`src/rtl/id_ex_stage.sv`:
```
// Decode-to-execute pipeline register with same-cycle writeback bypass, load-use bubble
// insertion and flush. Define ID_EX_STALL_CNT_EN to add the stall_cnt hazard counter output.

module id_ex_opnd_sel #(
    parameter int XLEN = 32
) (
    input  logic [4:0]      rs,
    input  logic [XLEN-1:0] rf_val,
    input  logic            wb_en,
    input  logic [4:0]      wb_rd,
    input  logic [XLEN-1:0] wb_data,
    output logic [XLEN-1:0] val
);
    // rs != 0 already excludes a write to x0 from matching.
    always_comb begin
        val = rf_val;
        if (rs == 5'd0)
            val = '0;
        else if (wb_en && (wb_rd == rs))
            val = wb_data;
    end
endmodule

module id_ex_stage #(
    parameter int XLEN    = 32,
    parameter int ALUOP_W = 4
) (
    input  logic               clk,
    input  logic               rst,
    input  logic               in_valid,
    output logic               in_ready,
    input  logic [XLEN-1:0]    opa_in,
    input  logic [XLEN-1:0]    opb_in,
    input  logic [4:0]         rs1_in,
    input  logic [4:0]         rs2_in,
    input  logic [4:0]         rd_in,
    input  logic               use_rs1,
    input  logic               use_rs2,
    input  logic [XLEN-1:0]    imm_in,
    input  logic [XLEN-1:0]    pc_in,
    input  logic [ALUOP_W-1:0] alu_op_in,
    input  logic               alu_src_imm_in,
    input  logic               mem_rd_in,
    input  logic               mem_wr_in,
    input  logic               reg_wr_in,
    input  logic               wb_en,
    input  logic [4:0]         wb_rd,
    input  logic [XLEN-1:0]    wb_data,
    input  logic               flush,
    output logic               out_valid,
    input  logic               out_ready,
    output logic [XLEN-1:0]    opa,
    output logic [XLEN-1:0]    opb,
    output logic [XLEN-1:0]    imm,
    output logic [XLEN-1:0]    pc,
    output logic [4:0]         rd,
    output logic [ALUOP_W-1:0] alu_op,
    output logic               alu_src_imm,
    output logic               mem_rd,
    output logic               mem_wr,
    output logic               reg_wr
`ifdef ID_EX_STALL_CNT_EN
    ,
    output logic [31:0]        stall_cnt
`endif
);

    typedef struct packed {
        logic [XLEN-1:0]    opa;
        logic [XLEN-1:0]    opb;
        logic [XLEN-1:0]    imm;
        logic [XLEN-1:0]    pc;
        logic [4:0]         rd;
        logic [ALUOP_W-1:0] alu_op;
        logic               alu_src_imm;
        logic               mem_rd;
        logic               mem_wr;
        logic               reg_wr;
    } payload_t;

    payload_t pay_q, pay_d;
    logic     valid_q, valid_d;
    logic     hazard, fire;

    logic [1:0][4:0]      src_rs;
    logic [1:0][XLEN-1:0] src_rf;
    logic [1:0][XLEN-1:0] src_val;

    assign src_rs = {rs2_in, rs1_in};
    assign src_rf = {opb_in, opa_in};

    for (genvar s = 0; s < 2; s++) begin : g_src
        id_ex_opnd_sel #(.XLEN(XLEN)) u_sel (
            .rs      (src_rs[s]),
            .rf_val  (src_rf[s]),
            .wb_en   (wb_en),
            .wb_rd   (wb_rd),
            .wb_data (wb_data),
            .val     (src_val[s])
        );
    end

    // A held load whose destination the incoming instruction reads cannot forward in time.
    assign hazard = valid_q && pay_q.mem_rd && pay_q.reg_wr && (pay_q.rd != 5'd0) &&
                    ((use_rs1 && (rs1_in == pay_q.rd)) || (use_rs2 && (rs2_in == pay_q.rd)));
    assign in_ready = !rst && !flush && !hazard && (!valid_q || out_ready);
    assign fire     = in_valid && in_ready;

    always_comb begin
        valid_d = valid_q;
        pay_d   = pay_q;
        if (flush) begin
            valid_d = 1'b0;
        end else if (fire) begin
            valid_d           = 1'b1;
            pay_d.opa         = src_val[0];
            pay_d.opb         = src_val[1];
            pay_d.imm         = imm_in;
            pay_d.pc          = pc_in;
            pay_d.rd          = rd_in;
            pay_d.alu_op      = alu_op_in;
            pay_d.alu_src_imm = alu_src_imm_in;
            pay_d.mem_rd      = mem_rd_in;
            pay_d.mem_wr      = mem_wr_in;
            pay_d.reg_wr      = reg_wr_in;
        end else if (!valid_q || out_ready) begin
            valid_d = 1'b0;
        end
    end

    always_ff @(posedge clk or posedge rst) begin
        if (rst) begin
            valid_q <= 1'b0;
            pay_q   <= '0;
        end else begin
            valid_q <= valid_d;
            pay_q   <= pay_d;
        end
    end

    assign out_valid   = valid_q;
    assign opa         = pay_q.opa;
    assign opb         = pay_q.opb;
    assign imm         = pay_q.imm;
    assign pc          = pay_q.pc;
    assign rd          = pay_q.rd;
    assign alu_op      = pay_q.alu_op;
    assign alu_src_imm = pay_q.alu_src_imm;
    assign mem_rd      = pay_q.mem_rd;
    assign mem_wr      = pay_q.mem_wr;
    assign reg_wr      = pay_q.reg_wr;

`ifdef ID_EX_STALL_CNT_EN
    logic [31:0] stall_cnt_q, stall_cnt_d;

    // Stalls dropped by a flush are not real stalls and are not counted.
    always_comb begin
        stall_cnt_d = stall_cnt_q;
        if (in_valid && hazard && !flush)
            stall_cnt_d = stall_cnt_q + 32'd1;
    end

    always_ff @(posedge clk or posedge rst) begin
        if (rst) stall_cnt_q <= '0;
        else     stall_cnt_q <= stall_cnt_d;
    end

    assign stall_cnt = stall_cnt_q;
`endif

endmodule

```
`config.mk`:
```
export PLATFORM = sky130hd
export DESIGN_NAME = id_ex_stage
export DESIGN_NICKNAME = d
export VERILOG_FILES = /design/src/rtl/id_ex_stage.sv
export SDC_FILE = /design/constraint.sdc
export NUM_CORES = 1
export LEC_CHECK = 0
export BUFFER_PORTS_ARGS = -buffer_cell sky130_fd_sc_hd__buf_4
export CELL_PAD_IN_SITES_DETAIL_PLACEMENT = 0
export CELL_PAD_IN_SITES_GLOBAL_PLACEMENT = 1
export CORE_MARGIN = 4
export CORE_UTILIZATION = 34
export DETAILED_ROUTE_END_ITERATION = 7
export GPL_ROUTABILITY_DRIVEN = 0
export PLACE_DENSITY = 0.85
export REMOVE_ABC_BUFFERS = 1
export SLEW_MARGIN = 5
export SYNTH_ARGS = -nofsm -noshare
export SYNTH_HDL_FRONTEND = slang
export SYNTH_SLANG_ARGS = --single-unit
```
`constraint.sdc`:
```
create_clock -name clk -period 6.2 [get_ports clk]
set_clock_uncertainty 0.2 [all_clocks]
set_input_delay 0.62 -clock clk [delete_from_list [all_inputs] [get_ports clk]]
set_output_delay 0.62 -clock clk [all_outputs]
set_load 0.05 [all_outputs]
```
==> parameters.txt <==
Parameter                              Value

CTS
  CTS clk-pin slew, worst paths    0.07 ns
  Post-CTS Setup Repair Bufs    0
  Clock buffers created by TritonCTS    17
  CTS root buf    sky130_fd_sc_hd__clkbuf_16
  CTS tree    built
  Clock net sink count    142
  Clock insertion delay at the later pin of the skew report    roughly 0.41 ns
  Clk buf depth    2
  Post-cts hold buffer count    0
  Level count of the clock H-tree    4
  Total of cells resized after clock tree synthesis    0

STA
  Post-route clock period utilization    0.486
  Summed negative setup slack over all endpoints    0 ns
  Setup Viol. Count Final    0
  Unrepaired setup endpoints after global routing    no
  Fmax    about 0.33 GHz
  Number of max-slew violations in the final report    0
  Hold violation count in the final report    0
  Transition time at the pin with the least slew margin    1.02 ns
  Rel. slew slack    0.323
  Clock period minus worst slack    3.01 ns

Route
  Vias post-DR    slightly below 6000
  Number of detailed-route iterations in the first pass    4
  WL final    22900 µm
  WL/cell    19.6 µm
  First DRT Iteration DRCs    about 240
  Via density    approximately 5
  Residual DRC count    0
  Antenna-violating nets left    0

Synthesis
  Number of distinct library cell variants in the gate-level netlist after synthesis    24
  Warning count from the yosys run    0
  Number of synthesized register bits    142
  Synthesized area divided by synthesized cell count    11.7 µm²
  Gate count after technology mapping    between 500 and 600
  Synth Cell Area    ~6700 µm²
  Sequential cell area fraction in the yosys report    0.530

Die
  Num rows    51
  Initial standard-cell utilization of the core    0.345
  Die ar.    22000 µm²
  IO Count    339
  Die outline width    148 µm
  Die boundary height    between 100 and 150 µm
  Core region area    slightly below 20000 µm²

Place
  Cell Count Post-Placement    around 1100
  Post-detail-place hpwl    16100 µm
  Quantity of I/O buffers inserted on ports    338

Worst setup path
  Kind of critical path    register to register
  Reg2reg setup slack    between 3 and 4 ns
  Worst Reg-to-Reg Cells    6
  Type of destination of the critical path    register
  Reg-to-Reg Start    rd[2]
  Maximum fanout along the worst path    77
  Worst Setup EP    alu_src_imm
  Critical Path RT    6.30 ns
  Crit path arrival time    3.11 ns
  CP startpoint kind    register
  End of the worst register-to-register path    alu_src_imm
  Timing startpoint of the critical path    rd[2]

Power
  Worst supply voltage drop on vdd    0.215 mV
  Power density over the cells    between 300 and 400 nW/µm²
  Leakage    0.00451 µW

Outcome
  Outcome    completed

Finish
  Ant. Diodes    0
  Number of filler instances in the final layout    approximately 1800
  Layout cell share with drive strength beyond 1    0.527
  Synthesis-to-finish area growth    49.6%
  Non-filler cells in the finished layout    1170
  Final net count    1088

Global routing
  Grt total ovfl    0
  Largest net degree at the start of global routing    89
  First-pass GRT wire length    34900 µm
  Antenna violations before repair    0
  Via count of the first global-routing pass    about 6300
  GR Util All Layers    0.205

Job
  Number of maximum-capacitance constraint violations    0

Hold path
  Type of the most critical hold path    input port to asynchronous set/reset pin
metrics by stage:
| step | setup slack, ns | utilization | total power, µW | hold slack [ns] | instance area [µm²] |
|---|---|---|---|---|---|
| floorplan | 0.0408 | - | 2200 | 0.555 | 6440 |
| global placement | 3.21 | 0.486 | 2740 | 0.268 | 9420 |
| detailed placement | 3.19 | 0.486 | 2750 | 0.277 | 9420 |
| CTS | 3.18 | 0.517 | 3820 | 0.187 | 10000 |
| global route | 3.02 | 0.517 | 3940 | 0.188 | 10000 |
| finish | 3.19 | 0.517 | 3770 | 0.129 | 10000 |
worst min path at each step:
stage	end	depth (start not counted)	from	slack, ns
after detailed placement	imm[29]	1	imm[29]	0.28
after floorplan	imm[0]	1	imm_in[0]	0.55
after CTS	out_valid	2	rst	0.19
final	out_valid	2	rst	0.13
after global routing	out_valid	2	rst	0.19
after global placement	imm[22]	1	imm[22]	0.27
cells by family after synthesis:
kind of cell              after synthesis  synth area share
DFF                                   142             0.530
muxes                                 141             0.237
AOI/OAI and AO/OA                     133             0.101
and+or+nand+nor                        84            0.0650
buffers and inverters                  52            0.0403
xor gates and xnor gates               20            0.0261
registers in the layout, summed over array words and instances (netlist names):
signal,count
opa,32
opb,32
rd,5
pc,32
reg_wr,1
out_valid,1
mem_wr,1
alu_src_imm,1
mem_rd,1
imm,32
alu_op,4
final cells by class:
class | count | area [µm²] | area share
inverters | 3 | 16.3 | 0.00162
repair buffers | 350 | 2630 | 0.262
clock inverters | 15 | 178 | 0.0177
multi-input cells | 378 | 2900 | 0.289
clock buffers | 17 | 425 | 0.0424
well taps | 265 | 332 | 0.0331
flip-flops and latches | 142 | 3550 | 0.354
cells in the final DEF (no fill, tap or decap), types with 2 or more instances in the layout:
cell / instances
sky130_fd_sc_hd__or4_1: 3
sky130_fd_sc_hd__dfrtp_1: 142
sky130_fd_sc_hd__inv_8: 2
sky130_fd_sc_hd__nand3_1: 64
sky130_fd_sc_hd__a21oi_1: 64
sky130_fd_sc_hd__inv_1: 2
sky130_fd_sc_hd__mux2_2: 91
sky130_fd_sc_hd__and2_1: 2
sky130_fd_sc_hd__inv_6: 6
sky130_fd_sc_hd__xnor2_1: 20
sky130_fd_sc_hd__mux2_1: 50
sky130_fd_sc_hd__clkbuf_16: 17
sky130_fd_sc_hd__clkinvlp_4: 4
sky130_fd_sc_hd__nand2_1: 5
sky130_fd_sc_hd__o21ai_0: 64
sky130_fd_sc_hd__buf_4: 350
sky130_fd_sc_hd__bufinv_16: 2
sky130_fd_sc_hd__nand4_1: 4
sky130_fd_sc_hd__and4_1: 2
report_power, final:
group / internal [µW] / switching [µW]
logic: 501 / 986
registers: 1120 / 114
clock network: 607 / 443
synthesized netlist by cell type:
cell type / instances / area [µm²]
sky130_fd_sc_hd__a21oi_2: 1 / 8.76
sky130_fd_sc_hd__nand4_1: 4 / 25.0
sky130_fd_sc_hd__xnor2_1: 20 / 175
sky130_fd_sc_hd__o2111ai_1: 1 / 8.76
sky130_fd_sc_hd__and4_1: 2 / 17.5
sky130_fd_sc_hd__mux2_1: 50 / 563
sky130_fd_sc_hd__a21boi_0: 1 / 7.51
sky130_fd_sc_hd__nand2_1: 5 / 18.8
sky130_fd_sc_hd__nor3_1: 1 / 5.00
sky130_fd_sc_hd__nor2_1: 2 / 7.51
sky130_fd_sc_hd__a21o_1: 1 / 7.51
sky130_fd_sc_hd__and2_1: 2 / 12.5
sky130_fd_sc_hd__clkbuf_1: 34 / 128
sky130_fd_sc_hd__dfrtp_1: 142 / 3550
sky130_fd_sc_hd__nand3_1: 64 / 320
sky130_fd_sc_hd__inv_1: 3 / 11.3
sky130_fd_sc_hd__or4_1: 3 / 22.5
sky130_fd_sc_hd__buf_2: 6 / 30.0
sky130_fd_sc_hd__a21oi_1: 64 / 320
sky130_fd_sc_hd__nor2b_1: 1 / 6.26
sky130_fd_sc_hd__mux2_2: 91 / 1020
sky130_fd_sc_hd__o21ai_0: 64 / 320
sky130_fd_sc_hd__buf_6: 9 / 101
sky130_fd_sc_hd__o22ai_1: 1 / 6.26
layer usage:
metal	wire, µm	track usage	part of all wire	up-vias
met5	0	0	0	-
met4	458	0.0679	0.020	0
met3	2500	0.0893	0.11	31
met2	11000	0.344	0.48	285
met1	8960	0.235	0.39	2852
li1	-	-	-	2710
critical path, cell delays in order (launching register included):
cell and delay, ns:
sky130_fd_sc_hd__dfrtp_1 0.45, sky130_fd_sc_hd__or4_1 0.53, sky130_fd_sc_hd__o2111ai_1 0.18, sky130_fd_sc_hd__inv_1 0.10
sky130_fd_sc_hd__a21oi_4 0.16, sky130_fd_sc_hd__buf_4 0.76, sky130_fd_sc_hd__mux2_2 0.43
No activity file was read; power rests on OpenSTA's default activity.
